File: config.mk
export PLATFORM = sky130hd
export DESIGN_NAME = dm_write_monitor
export DESIGN_NICKNAME = d
export VERILOG_FILES = /design/src/rtl/dm_write_monitor_pkg.sv /design/src/rtl/dm_wm_timeout.sv /design/src/rtl/dm_write_monitor.sv
export SDC_FILE = /design/constraint.sdc
export NUM_CORES = 1
export LEC_CHECK = 0
export CELL_PAD_IN_SITES_DETAIL_PLACEMENT = 0
export CELL_PAD_IN_SITES_GLOBAL_PLACEMENT = 2
export CORE_MARGIN = 2
export CORE_UTILIZATION = 42
export CTS_BUF_LIST = sky130_fd_sc_hd__clkbuf_8 sky130_fd_sc_hd__clkbuf_16
export CTS_CLUSTER_DIAMETER = 80
export CTS_CLUSTER_SIZE = 28
export DETAILED_ROUTE_END_ITERATION = 12
export PLACE_DENSITY = 0.83
export SYNTH_ARGS = -nofsm -noshare
export SYNTH_HDL_FRONTEND = slang
export SYNTH_SLANG_ARGS = --single-unit
File: constraint.sdc
create_clock -name clk -period 28.1 [get_ports clk]
set_clock_uncertainty 0.05 [all_clocks]
set_input_delay 2.81 -clock clk [delete_from_list [all_inputs] [get_ports clk]]
set_output_delay 2.81 -clock clk [all_outputs]
set_load 0.01 [all_outputs]
File: src/rtl/dm_write_monitor_pkg.sv
// Shared definitions for the DM write monitor.
//   state_t     : monitor FSM encoding (also exported on dbg_state)
//   FC_*        : fail_code values reported on a failed check
package dm_write_monitor_pkg;

    typedef enum logic [1:0] {
        ST_IDLE      = 2'd0,
        ST_ARMED     = 2'd1,
        ST_DONE_PASS = 2'd2,
        ST_DONE_FAIL = 2'd3
    } state_t;

    localparam logic [1:0] FC_NONE    = 2'd0;
    localparam logic [1:0] FC_DATA    = 2'd1;
    localparam logic [1:0] FC_TIMEOUT = 2'd2;

endpackage

File: src/rtl/dm_wm_timeout.sv
// Saturating idle-cycle counter for the DM write monitor.
//   clk, rst : clock, asynchronous active-high reset
//   clr      : zero the counter (has priority over en)
//   en       : count this cycle
//   limit    : expiry threshold, 0 disables expiry
//   cnt      : current count
//   expire   : high on the cycle whose increment makes cnt reach limit
module dm_wm_timeout #(
    parameter int TO_W = 16
) (
    input  logic            clk,
    input  logic            rst,
    input  logic            clr,
    input  logic            en,
    input  logic [TO_W-1:0] limit,
    output logic [TO_W-1:0] cnt,
    output logic            expire
);

    always_ff @(posedge clk or posedge rst) begin
        if (rst) begin
            cnt <= '0;
        end else if (clr) begin
            cnt <= '0;
        end else if (en && (cnt != '1)) begin
            // Saturate instead of wrapping so a stale count never looks fresh.
            cnt <= cnt + TO_W'(1);
        end
    end

    // Flag expiry on the edge where the count would reach limit, so the
    // owner can leave its armed state on that same edge.
    assign expire = en && (limit != '0) && (cnt >= (limit - TO_W'(1)));

endmodule

File: src/rtl/dm_write_monitor.sv
// Data-memory write checker. Snoops the DM write port and matches writes
// against a table of expected (address, mask, data) entries, in index order
// or in any order, with a watchdog on idle cycles between matches.
//   cfg_we/cfg_idx/cfg_addr/cfg_mask/cfg_data : table write (dropped while busy)
//   n_exp, ordered                            : sampled on start
//   to_limit                                  : idle cycles allowed, 0 = none
//   start                                     : arm / re-arm pulse
//   we_dm, A_dm, write_data_dm                : snooped DM write port
//   busy, pass, fail, fail_code, match_cnt    : status (pass/fail sticky)
//   fail_addr, fail_data                      : offending write (0 on timeout)
//   dbg_state                                 : FSM state for observation
//
// Handshake: none; every snooped write with we_dm high on a clock edge while
// busy is a complete transaction, there is no back-pressure.
module dm_write_monitor
    import dm_write_monitor_pkg::*;
#(
    parameter int ADDR_W = 32,
    parameter int DATA_W = 32,
    parameter int N_CHK  = 4,
    parameter int TO_W   = 16,
    localparam int IDX_W = (N_CHK > 1) ? $clog2(N_CHK) : 1,
    localparam int CNT_W = $clog2(N_CHK + 1)
) (
    input  logic              clk,
    input  logic              rst,
    input  logic              cfg_we,
    input  logic [IDX_W-1:0]  cfg_idx,
    input  logic [ADDR_W-1:0] cfg_addr,
    input  logic [ADDR_W-1:0] cfg_mask,
    input  logic [DATA_W-1:0] cfg_data,
    input  logic [CNT_W-1:0]  n_exp,
    input  logic              ordered,
    input  logic [TO_W-1:0]   to_limit,
    input  logic              start,
    input  logic              we_dm,
    input  logic [ADDR_W-1:0] A_dm,
    input  logic [DATA_W-1:0] write_data_dm,
    output logic              busy,
    output logic              pass,
    output logic              fail,
    output logic [1:0]        fail_code,
    output logic [CNT_W-1:0]  match_cnt,
    output logic [ADDR_W-1:0] fail_addr,
    output logic [DATA_W-1:0] fail_data,
    output logic [1:0]        dbg_state
);

    logic [ADDR_W-1:0] tbl_addr [N_CHK];
    logic [ADDR_W-1:0] tbl_mask [N_CHK];
    logic [DATA_W-1:0] tbl_data [N_CHK];
    logic [N_CHK-1:0]  hit_q;
    logic [N_CHK-1:0]  addr_hit;
    logic [CNT_W-1:0]  n_exp_q;
    logic              ordered_q;
    state_t            state_q, state_d;

    logic              sel_valid;
    logic [IDX_W-1:0]  sel_idx;
    logic              check, match, mism, to_expire, to_en;
    logic [CNT_W-1:0]  new_cnt;
    logic [TO_W-1:0]   to_cnt;

    assign busy      = (state_q == ST_ARMED);
    assign dbg_state = state_q;

    // Table: a write in the same cycle as start lands on that edge, so the
    // new entry is already in effect for the first checked write.
    always_ff @(posedge clk or posedge rst) begin
        if (rst) begin
            for (int i = 0; i < N_CHK; i++) begin
                tbl_addr[i] <= '0;
                tbl_mask[i] <= '0;
                tbl_data[i] <= '0;
            end
        end else if (cfg_we && !busy) begin
            tbl_addr[cfg_idx] <= cfg_addr;
            tbl_mask[cfg_idx] <= cfg_mask;
            tbl_data[cfg_idx] <= cfg_data;
        end
    end

    for (genvar g = 0; g < N_CHK; g++) begin : g_cmp
        assign addr_hit[g] = ((A_dm & tbl_mask[g]) == (tbl_addr[g] & tbl_mask[g]));
    end

    // Ordered: only entry match_cnt is eligible. Unordered: lowest-index
    // in-use entry not yet hit; the descending loop lets the lowest win.
    always_comb begin
        sel_valid = 1'b0;
        sel_idx   = '0;
        if (ordered_q) begin
            for (int i = 0; i < N_CHK; i++) begin
                if ((CNT_W'(i) == match_cnt) && addr_hit[i]) begin
                    sel_valid = 1'b1;
                    sel_idx   = IDX_W'(i);
                end
            end
        end else begin
            for (int i = N_CHK - 1; i >= 0; i--) begin
                if (!hit_q[i] && addr_hit[i] && (CNT_W'(i) < n_exp_q)) begin
                    sel_valid = 1'b1;
                    sel_idx   = IDX_W'(i);
                end
            end
        end
    end

    // start outranks a coincident write: that write is never checked.
    assign check   = busy && we_dm && !start;
    assign match   = check && sel_valid && (write_data_dm == tbl_data[sel_idx]);
    assign mism    = check && sel_valid && (write_data_dm != tbl_data[sel_idx]);
    assign new_cnt = match_cnt + CNT_W'(1);
    assign to_en   = busy && !start && !match && (to_limit != '0);

    dm_wm_timeout #(.TO_W(TO_W)) u_timeout (
        .clk    (clk),
        .rst    (rst),
        .clr    (start || match),
        .en     (to_en),
        .limit  (to_limit),
        .cnt    (to_cnt),
        .expire (to_expire)
    );

    always_ff @(posedge clk or posedge rst) begin
        if (rst) begin
            state_q <= ST_IDLE;
        end else begin
            state_q <= state_d;
        end
    end

    always_comb begin
        state_d = state_q;
        if (start) begin
            state_d = (n_exp == '0) ? ST_DONE_PASS : ST_ARMED;
        end else if (state_q == ST_ARMED) begin
            // A match on the expiry cycle wins over the timeout.
            if (match) begin
                if (new_cnt == n_exp_q) begin
                    state_d = ST_DONE_PASS;
                end
            end else if (mism || to_expire) begin
                state_d = ST_DONE_FAIL;
            end
        end
    end

    always_ff @(posedge clk or posedge rst) begin
        if (rst) begin
            pass      <= 1'b0;
            fail      <= 1'b0;
            fail_code <= FC_NONE;
            match_cnt <= '0;
            fail_addr <= '0;
            fail_data <= '0;
            hit_q     <= '0;
            n_exp_q   <= '0;
            ordered_q <= 1'b0;
        end else if (start) begin
            pass      <= (n_exp == '0);
            fail      <= 1'b0;
            fail_code <= FC_NONE;
            match_cnt <= '0;
            fail_addr <= '0;
            fail_data <= '0;
            hit_q     <= '0;
            n_exp_q   <= n_exp;
            ordered_q <= ordered;
        end else if (busy) begin
            if (match) begin
                hit_q[sel_idx] <= 1'b1;
                match_cnt      <= new_cnt;
                if (new_cnt == n_exp_q) begin
                    pass <= 1'b1;
                end
            end else if (mism) begin
                fail      <= 1'b1;
                fail_code <= FC_DATA;
                fail_addr <= A_dm;
                fail_data <= write_data_dm;
            end else if (to_expire) begin
                fail      <= 1'b1;
                fail_code <= FC_TIMEOUT;
                fail_addr <= '0;
                fail_data <= '0;
            end
        end
    end

endmodule

# Yosys cells after proc, flatten, opt, wreduce, memory -nomap -nowiden
# Cells that the tools add are included.
[classes]
addsub = 3
n_lt_le_gt_ge = 10
n_eq_ne = 14
muxes = 64
bitwise_logic = 11
reduce_logical = 48
[op_table]
columns = ["op", "n"]
rows = [
  ["bitwise mux 128 bit", 3],
  ["2-to-1 mux 32 bit", 12],
  ["AND 32 bit", 8],
  ["== test 32 bit", 5],
  ["binary-select mux 32 bit (select 2 bit)", 1],
  ["demux 32 bit (select 2 bit)", 1],
  ["2-to-1 mux 2 bit", 18],
  ["2-to-1 mux 16 bit", 2],
  ["!= test 32 bit", 1],
  ["logical AND 1 bit", 26],
  ["2-to-1 mux 1 bit", 20],
  ["adder 16 x 1 -> 16 bit (second input constant)", 1],
  ["greater-or-equal comparator 16 bit", 1],
  ["!= test 16 bit (second input constant)", 1],
  ["nonzero test 16 bit", 1],
  ["subtractor 16 x 1 -> 16 bit (second input constant)", 1],
  ["2-to-1 mux 4 bit", 3],
  ["2-to-1 mux 3 bit", 3],
  ["AND reduction 3 bit", 3],
  ["nonzero test 2 bit", 4],
  ["logical NOT 1 bit", 7],
  ["== test 2 x 3 -> 1 bit (first input constant)", 2],
  ["greater-or-equal comparator 3 bit (second input constant)", 2],
  ["logical NOT 3 bit", 2],
  ["other kinds (17)", 22],
]
[totals]
regBits = 481
out_inout_bits = 74
elab_cells = 173

# Longest topological paths before layout
# Gate-level depths: netlist of run 1.
[depth]
word_depth = 25
mapped_depth = 20
ltp_nobuf = 15

# Hierarchy
# A second synthesis of run 1 with hierarchy kept.
[unflattened]
cells_unflattened = 1709
area_unflattened_um2 = 22681.8
[modules_own_cells]
columns = ["mod", "instances", "cells_per_inst", "area_per_inst_um2"]
rows = [
  ["dm_write_monitor", 1, 1544, 21207.8],
  ["dm_wm_timeout", 1, 165, 1473.9],
]

# Least setup slack after synthesis of run 1
# No wires, ideal clock.
[synth_path]
kind = "input to register"
startpoint = "input port A_dm[15]"
endpoint = "register match_cnt[1]"
setup_time_ps = 127
arrival_ps = 6662
t_required_ps = 27923
setup_slack_ps = 21261
path_stages = 16
n_path_buf = 3
cell_sequence = "buf_2 > xor2_1 > a22oi_1 > nand4_1 > nor4_1 > a2111oi_2 > o221ai_2 > buf_2 > mux2i_1 > mux2i_1 > xnor2_1 > nand4_1 > or4_1 > clkbuf_1 > nor3_4 > mux2_1"
[synth_via]
elab_chain_cells = 17
elab_cells_between_ends = 46
cone_classes = "eq/ne: 5; mux: 20; bitwise: 5; reduce/logical: 16"
[synth_rtl]
columns = ["item", "line_no", "source"]
rows = [
  ["from (decl)", "dm_write_monitor.sv:37", "input logic [ADDR_W-1:0] A_dm,"],
  ["AND 32 bit", "dm_write_monitor.sv:84", "assign addr_hit[g] = ((A_dm & tbl_mask[g]) == (tbl_addr[g] & tbl_mask[g]));"],
  ["== test 32 bit", "dm_write_monitor.sv:84", ""],
  ["logical AND 1 bit (2 in a row)", "dm_write_monitor.sv:101", "if (!hit_q[i] && addr_hit[i] && (CNT_W'(i) < n_exp_q)) begin"],
  ["2-to-1 mux 2 bit (4 in a row)", "dm_write_monitor.sv:101", ""],
  ["2-to-1 mux 2 bit", "dm_write_monitor.sv:92", "if (ordered_q) begin"],
  ["NOT 2 -> 3 bit (implied by the code)", "dm_write_monitor.sv:111", "assign match = check && sel_valid && (write_data_dm == tbl_data[sel_idx]);"],
  ["binary-select mux 32 bit (select 2 bit)", "dm_write_monitor.sv:111", ""],
  ["2-to-1 mux 32 bit (implied by the code) (2 in a row)", "dm_write_monitor.sv:111", ""],
  ["== test 32 bit", "dm_write_monitor.sv:111", ""],
  ["logical AND 1 bit (*)", "dm_write_monitor.sv:111", ""],
  ["nonzero test 2 bit (no line) (*)", "--", ""],
  ["AND reduction 2 bit (no line) (*)", "--", ""],
  ["to (signal assigned)", "dm_write_monitor.sv:174", "match_cnt <= new_cnt;"],
  ["to (decl)", "dm_write_monitor.sv:43", "output logic [CNT_W-1:0] match_cnt,"],
]
# Every way passes the cells marked *; elsewhere a longest branch is shown, timed or not. The select of a mux whose other input is x is not followed.
# A chain may end at the register's enable or synchronous reset.

# Worst setup path after layout of run 1
[layout_path]
startpoint = "input port A_dm[26]"
endpoint = "register fail_data[28]"
[layout_via]
elab_chain_cells = 22
elab_cells_between_ends = 58
cone_classes = "eq/ne: 7; mux: 24; bitwise: 5; reduce/logical: 22"
[layout_rtl]
columns = ["item", "line_no", "source"]
rows = [
  ["AND 32 bit", "dm_write_monitor.sv:84", ""],
  ["== test 32 bit", "dm_write_monitor.sv:84", ""],
  ["logical AND 1 bit (2 in a row)", "dm_write_monitor.sv:101", ""],
  ["2-to-1 mux 2 bit (4 in a row)", "dm_write_monitor.sv:101", ""],
  ["2-to-1 mux 2 bit", "dm_write_monitor.sv:92", ""],
  ["NOT 2 -> 3 bit (implied by the code)", "dm_write_monitor.sv:111, dm_write_monitor.sv:112", ""],
  ["binary-select mux 32 bit (select 2 bit)", "dm_write_monitor.sv:111, dm_write_monitor.sv:112", ""],
  ["2-to-1 mux 32 bit (implied by the code) (2 in a row)", "dm_write_monitor.sv:111, dm_write_monitor.sv:112", ""],
  ["== test 32 bit", "dm_write_monitor.sv:111", ""],
  ["logical AND 1 bit", "dm_write_monitor.sv:111", ""],
  ["logical NOT 1 bit", "dm_write_monitor.sv:114", "assign to_en = busy && !start && !match && (to_limit != '0);"],
  ["logical AND 1 bit (2 in a row)", "dm_write_monitor.sv:114", ""],
  ["logical AND 1 bit (2 in a row)", "dm_wm_timeout.sv:33", "assign expire = en && (limit != '0) && (cnt >= (limit - TO_W'(1)));"],
  ["nonzero test 3 bit (no line)", "--", ""],
  ["AND reduction 3 bit (no line)", "--", ""],
  ["to (signal assigned)", "dm_write_monitor.sv:182", "fail_data <= write_data_dm;"],
  ["to (decl)", "dm_write_monitor.sv:45", "output logic [DATA_W-1:0] fail_data,"],
]
# Several ways; a longest one is shown, not always the timed one. The select of a mux whose other input is x is not followed.

==> reports/results.tsv, run 1 <==
metric	value	unit
status	complete, no violations	
fmax	122.4	MHz
power_density	67.14	nW/um^2
timing_hold_violations_final	0	
ys_seq_elements	481	
ys_warn_count	0	
worst_pin_slew	1.202	ns
post-dp-hpwl	43970	um
vias	14470	
max-slew-margin-rel	19.70	%
via_per_inst	5.428	
synth.avg_cell_area	13.13	um^2
firstDrtPassIters	5	
grt_pass1_vias	14840	
clockRootBuffer	clkbuf_16	
path_common_cell	mux2i_1	
cts_num_sinks	481	
synthArstFlopShare	100.0	%
initial_utilization	42.57	%
syn-instance-count	1752	
reg2reg_depth	15	
seq_area	12040	um^2
critical_path_buf_inv_count	3	
worst_hold_path.num_cells	1	
grt_pass1_wl	94090	um
criticalPathCategory	input pin to register	
period_share	29.07	%
post_drt_wl_per_cell	23.19	um
ys.flop_type	dfrtp_1	
grt_antenna_before_repair	6	
crit_fanout	37	
n_fill_cell	4706	
final_common_cell	dfrtp_1	
place.gp.congestion	0.8057	
synthMuxAreaShare	26.09	%
syn_area	23000	um^2
grt_overflow_total	0	
cap_viol_max_count	0	
post_cts_buffers	0	
cts_made_buffers	28	
ios	261	
final_cell_mix	dfrtp_1 (481), mux2_2 (387), clkdlybuf4s50_1 (260)	
crit_path_start_kind	input pin	
die_w	238.0	um
synth_compound_area_share	5.756	%
power.leakage	12.28	nW
syn_nets	1962	
drcViolationCount	0	
drive_gt1_share	24.30	%
synth_cell_types	58	
synthXorXnorAreaFrac	7.274	%
synth_top_family_by_area	multiplexers	
finalCriticalPeriod	8.169	ns
crit_family	buffers and inverters	
drt_iter0_drc	996	
setup_tns	0	ns
insertion_delay	0.60	ns
cts_tree	done	
final-setup-viol-count	0	
fp.dieH	238.0	um
port_buffers	260	
h-tree-depth	1	
placed_cell_area	26060	um^2
yosys.area_share.simple	3.324	%
rsz0062_at_grt	false	
crit_slowest_cell	or4_1	
cts_hold_buf	0	
ant_nets	0	
synth_edf_count	0	
hp-class	register to register	
drv_slew	0	
clockBufferDepth	3	
seq_area_frac_synth	52.34	%
dieArea	56640	um^2
syn_to_final_growth	17.74	%
core	54030	um^2
finalInstanceArea	27080	um^2
ir_drop	47.09	uV
synthAdderAreaFrac	1.251	%
grt_max_degree	120	
post_cts_resized	0	
multi_input_area	10110	um^2
cp_cell_sequence	clkdlybuf4s50_1 > xor2_1 > a22oi_1 > nand4_1 > or4_1 > o21ai_1 > o22a_2 > buf_4 > mux2i_1 > mux2i_1 > xnor2_1 > nand4_1 > or4_1 > o21bai_4 > buf_4 > mux2i_1	
cp.depth	16	
critPathRequiredTime	28.57	ns
crit_arrival	8.64	ns
crit_path_end_kind	register	
grt_use_total	21.83	%
fin_nets	2156	
rows	85	
clk_pin_slew	0.09	ns
cpPeakStageDelay	0.74	ns
drt_wl_total	61820	um
==> metal layers <==
layer | GRT usage [%] | wire length [um] | part of all wire (%) | vias to the layer above
met3 | 2.638 | 2575 | 4.2 | 49
met5 | 0 | 68 | 0.11 | -
met4 | 3.201 | 685 | 1.1 | 10
met1 | 33.15 | 30130 | 49 | 7571
met2 | 34.25 | 28360 | 46 | 251
li1 | - | - | - | 6590
==> sequential cells by signal, summed over array words and instances (netlist names) <==
name,count
dbg_state,2
fail,1
fail_data,32
match_cnt,3
tbl_mask,128
ordered_q,1
fail_addr,32
tbl_addr,128
hit_q,4
u_timeout.cnt,16
pass,1
n_exp_q,3
tbl_data,128
fail_code,2
==> metrics by stage <==
step                      setup slack (ns)  hold slack, ns  cells  total power, mW  utilization, %
after global routing                 19.62          0.4715   2664            1.913           50.11
after global placement               19.34          0.4361   2612            1.336           48.24
after detailed placement             19.26          0.4416   2612            1.352           48.24
final                                19.93          0.4620   2666            1.818           50.12
after floorplan                      11.82          0.4287   1752            1.201               -
after CTS                            19.89          0.4641   2663            1.837           50.10
==> power breakdown <==
group          leakage, nW  switching (mW)  internal, mW
Sequential            5.91          0.0829         0.837
Clock                0.496           0.267         0.214
Combinational         5.88           0.196         0.221
==> synth_stat cells, drive strengths merged, types with 2 or more instances <==
| cell | instances | area (um^2) |
|---|---|---|
| dfrtp | 481 | 12040 |
| mux2 | 388 | 4369 |
| mux2i | 163 | 1632 |
| xor2 | 141 | 1235 |
| inv | 77 | 289.0 |
| o211ai | 65 | 488.0 |
| a22oi | 64 | 480.5 |
| clkbuf | 62 | 232.7 |
| buf | 53 | 389.1 |
| xnor2 | 50 | 437.9 |
| nor2 | 39 | 146.4 |
| nand4 | 26 | 168.9 |
| ha | 23 | 287.8 |
| nand2 | 21 | 78.83 |
| nor3 | 11 | 66.32 |
| nor4 | 10 | 75.07 |
| a21o | 8 | 60.06 |
| a21oi | 8 | 40.04 |
| nand2b | 7 | 43.79 |
| o21ai | 6 | 30.02 |
| a22o | 4 | 35.03 |
| nor2b | 4 | 25.02 |
| or3 | 4 | 25.02 |
| or4 | 4 | 30.03 |
| and3 | 3 | 18.77 |
| nand3 | 3 | 15.01 |
| or2 | 3 | 18.77 |
| a2111oi | 2 | 30.03 |
| and2 | 2 | 12.51 |
| nand3b | 2 | 15.01 |
| o221ai | 2 | 23.77 |
| o31ai | 2 | 28.78 |
==> logic make-up (layout without fill, tap and decap cells) <==
| group | after synthesis | after routing |
|---|---|---|
| AND/OR/NAND/NOR | 142 | 142 |
| flip-flops | 481 | 481 |
| buffers and inverters | 192 | 407 |
| AO/OA/AOI/OAI | 172 | 172 |
| multiplexers | 551 | 551 |
| XOR/XNOR | 191 | 191 |
| adder cells (fa/ha/maj) | 23 | 23 |
| other | 0 | 3 |
==> final cells by class <==
cell class / instances / share of cell area, %
sequential: 481 / 44.45
clock buffer: 29 / 2.680
timing repair buffer: 279 / 10.14
tap: 696 / 3.216
inverter: 77 / 1.095
multi-input combinational: 1079 / 37.35
antenna: 3 / 0.02773
clock inverter: 22 / 1.040
==> final timing paths <==
kind	startpoint	endpoint	slack (ns)
min in group asynchronous	rst	fail_addr[15]	2.68
worst max-delay path	A_dm[26]	fail_data[28]	19.93
worst min register to register	tbl_data[74]	tbl_data[74]	0.46
max in group asynchronous	rst	tbl_data[54]	22.73
worst max register to register	tbl_addr[26]	fail_data[28]	22.38
worst min-delay path	tbl_data[74]	tbl_data[74]	0.46
==> worst reg2reg max path: stages (launching register included) <==
cell      delay [ns]
dfrtp_1         0.40
xor2_1          0.15
a22oi_1         0.42
nand4_1         0.13
or4_1           0.65
o21ai_1         0.49
o22a_2          0.22
buf_4           0.55
mux2i_1         0.30
mux2i_1         0.11
xnor2_1         0.20
nand4_1         0.11
or4_1           0.74
o21bai_4        0.22
buf_4           0.55
mux2i_1         0.33
Power figures use the tool's default switching activity.
==> run 2: changes to the inputs <==
--- a/config.mk
+++ b/config.mk
@@ -8,12 +8,12 @@
 export CELL_PAD_IN_SITES_DETAIL_PLACEMENT = 0
 export CELL_PAD_IN_SITES_GLOBAL_PLACEMENT = 2
 export CORE_MARGIN = 2
-export CORE_UTILIZATION = 42
+export CORE_UTILIZATION = 36
 export CTS_BUF_LIST = sky130_fd_sc_hd__clkbuf_8 sky130_fd_sc_hd__clkbuf_16
 export CTS_CLUSTER_DIAMETER = 80
 export CTS_CLUSTER_SIZE = 28
 export DETAILED_ROUTE_END_ITERATION = 12
-export PLACE_DENSITY = 0.83
+export PLACE_DENSITY = 0.75
 export SYNTH_ARGS = -nofsm -noshare
 export SYNTH_HDL_FRONTEND = slang
 export SYNTH_SLANG_ARGS = --single-unit
==> constraint.sdc (replaced) <==
create_clock -name clk -period 6.8 [get_ports clk]
set_clock_uncertainty 0.05 [all_clocks]
set_input_delay 0.68 -clock clk [delete_from_list [all_inputs] [get_ports clk]]
set_output_delay 0.68 -clock clk [all_outputs]
set_load 0.01 [all_outputs]
==> run 2 against run 1 <==
Effect of this change:
- hold slack worse by 0.0030 ns
- first-iteration DRC count down 15%
- sequential cell count unchanged
- wire length up 4.1%
- critical path type unchanged
- register-to-register slack worse by 21 ns
- combinational power rose to 4.2 times the previous value
- clock power rose to 4.2 times the previous value
- highest routed layer unchanged
- die area up 16%
- critical path depth up 3
==> reports/results.tsv, run 2 (synthesized netlist as in run 1, its figures left out) <==
metric	value	unit	change
status	complete, no violations		unchanged
max-slew-margin-rel	27.20	%	was 19.70%
crit_fanout	19		was 37
post-place-ws	0.3811	ns	was 19.26 ns
cts_hold_buf	0		unchanged
dieArea	65920	um^2	was 56640 um^2
drt_iter0_drc	847		was 996
fmax	170.9	MHz	
via_per_inst	5.098		was 5.428
grt_max_degree	174		was 120
regToRegEndpoint	fail_addr[0]		was fail_data[28]
grt_pass1_vias	15240		was 14840
clk_pin_slew	0.09	ns	about the same
drcViolationCount	0		unchanged
grt_antenna_before_repair	4		was 6
crit_arrival	6.32	ns	was 8.64 ns
post_cts_buffers	0		unchanged
fp.dieH	256.7	um	was 238.0 um
clockRootBuffer	clkbuf_16		unchanged
rows	92		was 85
rsz0062_at_grt	false		unchanged
fin_ws	0.9483	ns	was 19.93 ns
power_density	275.0	nW/um^2	was 67.14 nW/um^2
worst_pin_slew	1.092	ns	was 1.202 ns
min_to	tbl_data[87]		was tbl_data[74]
post-dp-hpwl	46480	um	was 43970 um
seq_area	12040	um^2	unchanged
post_drt_wl_per_cell	22.69	um	was 23.19 um
p_clk_share	26.9	%	was 26.5%
drive_gt1_share	25.19	%	was 24.30%
final-setup-viol-count	0		unchanged
finalCriticalPeriod	5.852	ns	
firstDrtPassIters	4		was 5
post_cts_resized	0		unchanged
ant_nets	0		unchanged
power_frac_seq	50.0	%	was 50.6%
path_common_cell	buf_12		was mux2i_1
initial_utilization	36.46	%	was 42.57%
setup_tns	0	ns	unchanged
grt_overflow_total	0		unchanged
crit_slowest_cell	clkdlybuf4s50_1		was or4_1
crit_path_start_kind	input pin		unchanged
drv_slew	0		unchanged
ios	261		unchanged
comb_power_share	23.1	%	was 22.9%
insertion_delay	0.61	ns	was 0.60 ns
cpPeakStageDelay	0.56	ns	was 0.74 ns
n_fill_cell	5905		was 4706
final_cell_mix	dfrtp_1 (481), mux2_2 (387), clkdlybuf4s50_1 (260)		unchanged
crit_path_end_kind	register		unchanged
syn_to_final_growth	19.93	%	was 17.74%
criticalPathCategory	input pin to register		unchanged
vias	14460		was 14470
hp-class	register to register		unchanged
clockBufferDepth	3		unchanged
ir_drop	225.7	uV	was 47.09 uV
intPower	5.340	mW	was 1.272 mW
switchingPower	2.245	mW	was 0.5462 mW
fin_nets	2179		was 2156
h-tree-depth	1		unchanged
multi_input_area	10110	um^2	unchanged
switching_share	29.59	%	was 30.04%
period_share	86.06	%	
critPathRequiredTime	7.26	ns	was 28.57 ns
reg2reg_depth	18		was 15
power.leakage	12.44	nW	was 12.28 nW
place.gp.congestion	0.8336		was 0.8057
min_from	tbl_data[87]		was tbl_data[74]
core	63080	um^2	was 54030 um^2
final_common_cell	dfrtp_1		unchanged
reg2reg_from	tbl_addr[59]		was tbl_addr[26]
worst_hold_path.num_cells	1		unchanged
largestRegisters	tbl_addr: 128 flops, tbl_data: 128 flops, tbl_mask: 128 flops		unchanged
drt_wl_total	64360	um	was 61820 um
cts_num_sinks	481		unchanged
timing_hold_violations_final	0		unchanged
grt_use_total	19.38	%	was 21.83%
cts_tree	done		unchanged
rrSetupSlack	1.27	ns	was 22.38 ns
grt_pass1_wl	98170	um	was 94090 um
port_buffers	260		unchanged
cts_made_buffers	28		unchanged
die_w	256.7	um	was 238.0 um
cap_viol_max_count	0		unchanged
cp_cell_sequence	clkdlybuf4s50_1 > xor2_1 > a22oi_1 > nand4_1 > nor4_1 > buf_4 > o2bb2a_1 > a21oi_1 > o221ai_4 > buf_12 > mux2i_1 > xnor2_1 > nor4_1 > buf_4 > nand4_2 > o21bai_4 > buf_12 > buf_12 > mux2i_1		was clkdlybuf4s50_1 > xor2_1 > a22oi_1 > nand4_1 > or4_1 > o21ai_1 > o22a_2 > buf_4 > mux2i_1 > mux2i_1 > xnor2_1 > nand4_1 > or4_1 > o21bai_4 > buf_4 > mux2i_1
## run 2: cell count changes in the layout (fill, tap and decap cells not counted), moves of 2 or more
cell and change:
buf_12 +10, inv_8 -4, bufinv_16 +2, buf_4 +13, clkinv_4 +2, clkinvlp_4 +3
## run 2: through the flow
step / util [%] / cells / instance area, um^2 / power [mW] / hold WS [ns]
6_report: 43.72 / 2837 / 27580 / 7.585 / 0.4590
5_1_grt: 43.71 / 2835 / 27580 / 7.983 / 0.4715
4_1_cts: 43.71 / 2835 / 27580 / 7.671 / 0.4626
3_5_place_dp: 42.08 / 2785 / 26550 / 5.613 / 0.4424
3_3_place_gp: 42.08 / 2785 / 26550 / 5.554 / 0.4362
2_1_floorplan: - / 1752 / 23000 / 4.966 / 0.4287
## run 2: power groups by stage
stage	sequential, mW	clock (mW)	combinational, mW
floorplan	3.77	0	1.20
global placement	3.83	0	1.73
detailed placement	3.85	0	1.76
CTS	3.79	2.11	1.77
global route	3.87	2.21	1.90
finish	3.80	2.04	1.75
## run 2: how the worst max path moves through the flow
stage,start,endpoint,slack [ns],cells past startpoint
after detailed placement,A_dm[27],fail_data[16],0.38,19
after CTS,A_dm[27],fail_addr[0],1.01,19
after floorplan,rst,dbg_state[0],-0.45,1
after global routing,A_dm[27],fail_addr[30],0.64,19
final,A_dm[27],fail_addr[0],0.95,19
after global placement,A_dm[1],fail_data[28],0.42,19
## run 2: layout make-up
class	count	area share [%]
Antenna cell	2	0.01815
Clock inverter	20	1.052
Multi-Input combinational cell	1079	36.67
Timing Repair Buffer	302	11.03
Tap cell	846	3.838
Inverter	77	1.066
Sequential cell	481	43.64
Clock buffer	30	2.681
## run 2: routing by layer
layer	track usage, %	routed length [um]	share of wire (%)
met1	28.66	31840	49
met2	30.76	29440	46
met3	2.679	2346	3.6
met4	2.923	686	1.1
met5	0	44	0.068
## run 2: critical path, delay by kind of cell
| family | cells | cell delay (ns) |
|---|---|---|
| compound gates | 5 | 1.62 |
| xor+xnor | 2 | 0.39 |
| buf+inv | 6 | 1.66 |
| mux | 2 | 0.40 |
| simple gates | 4 | 1.51 |
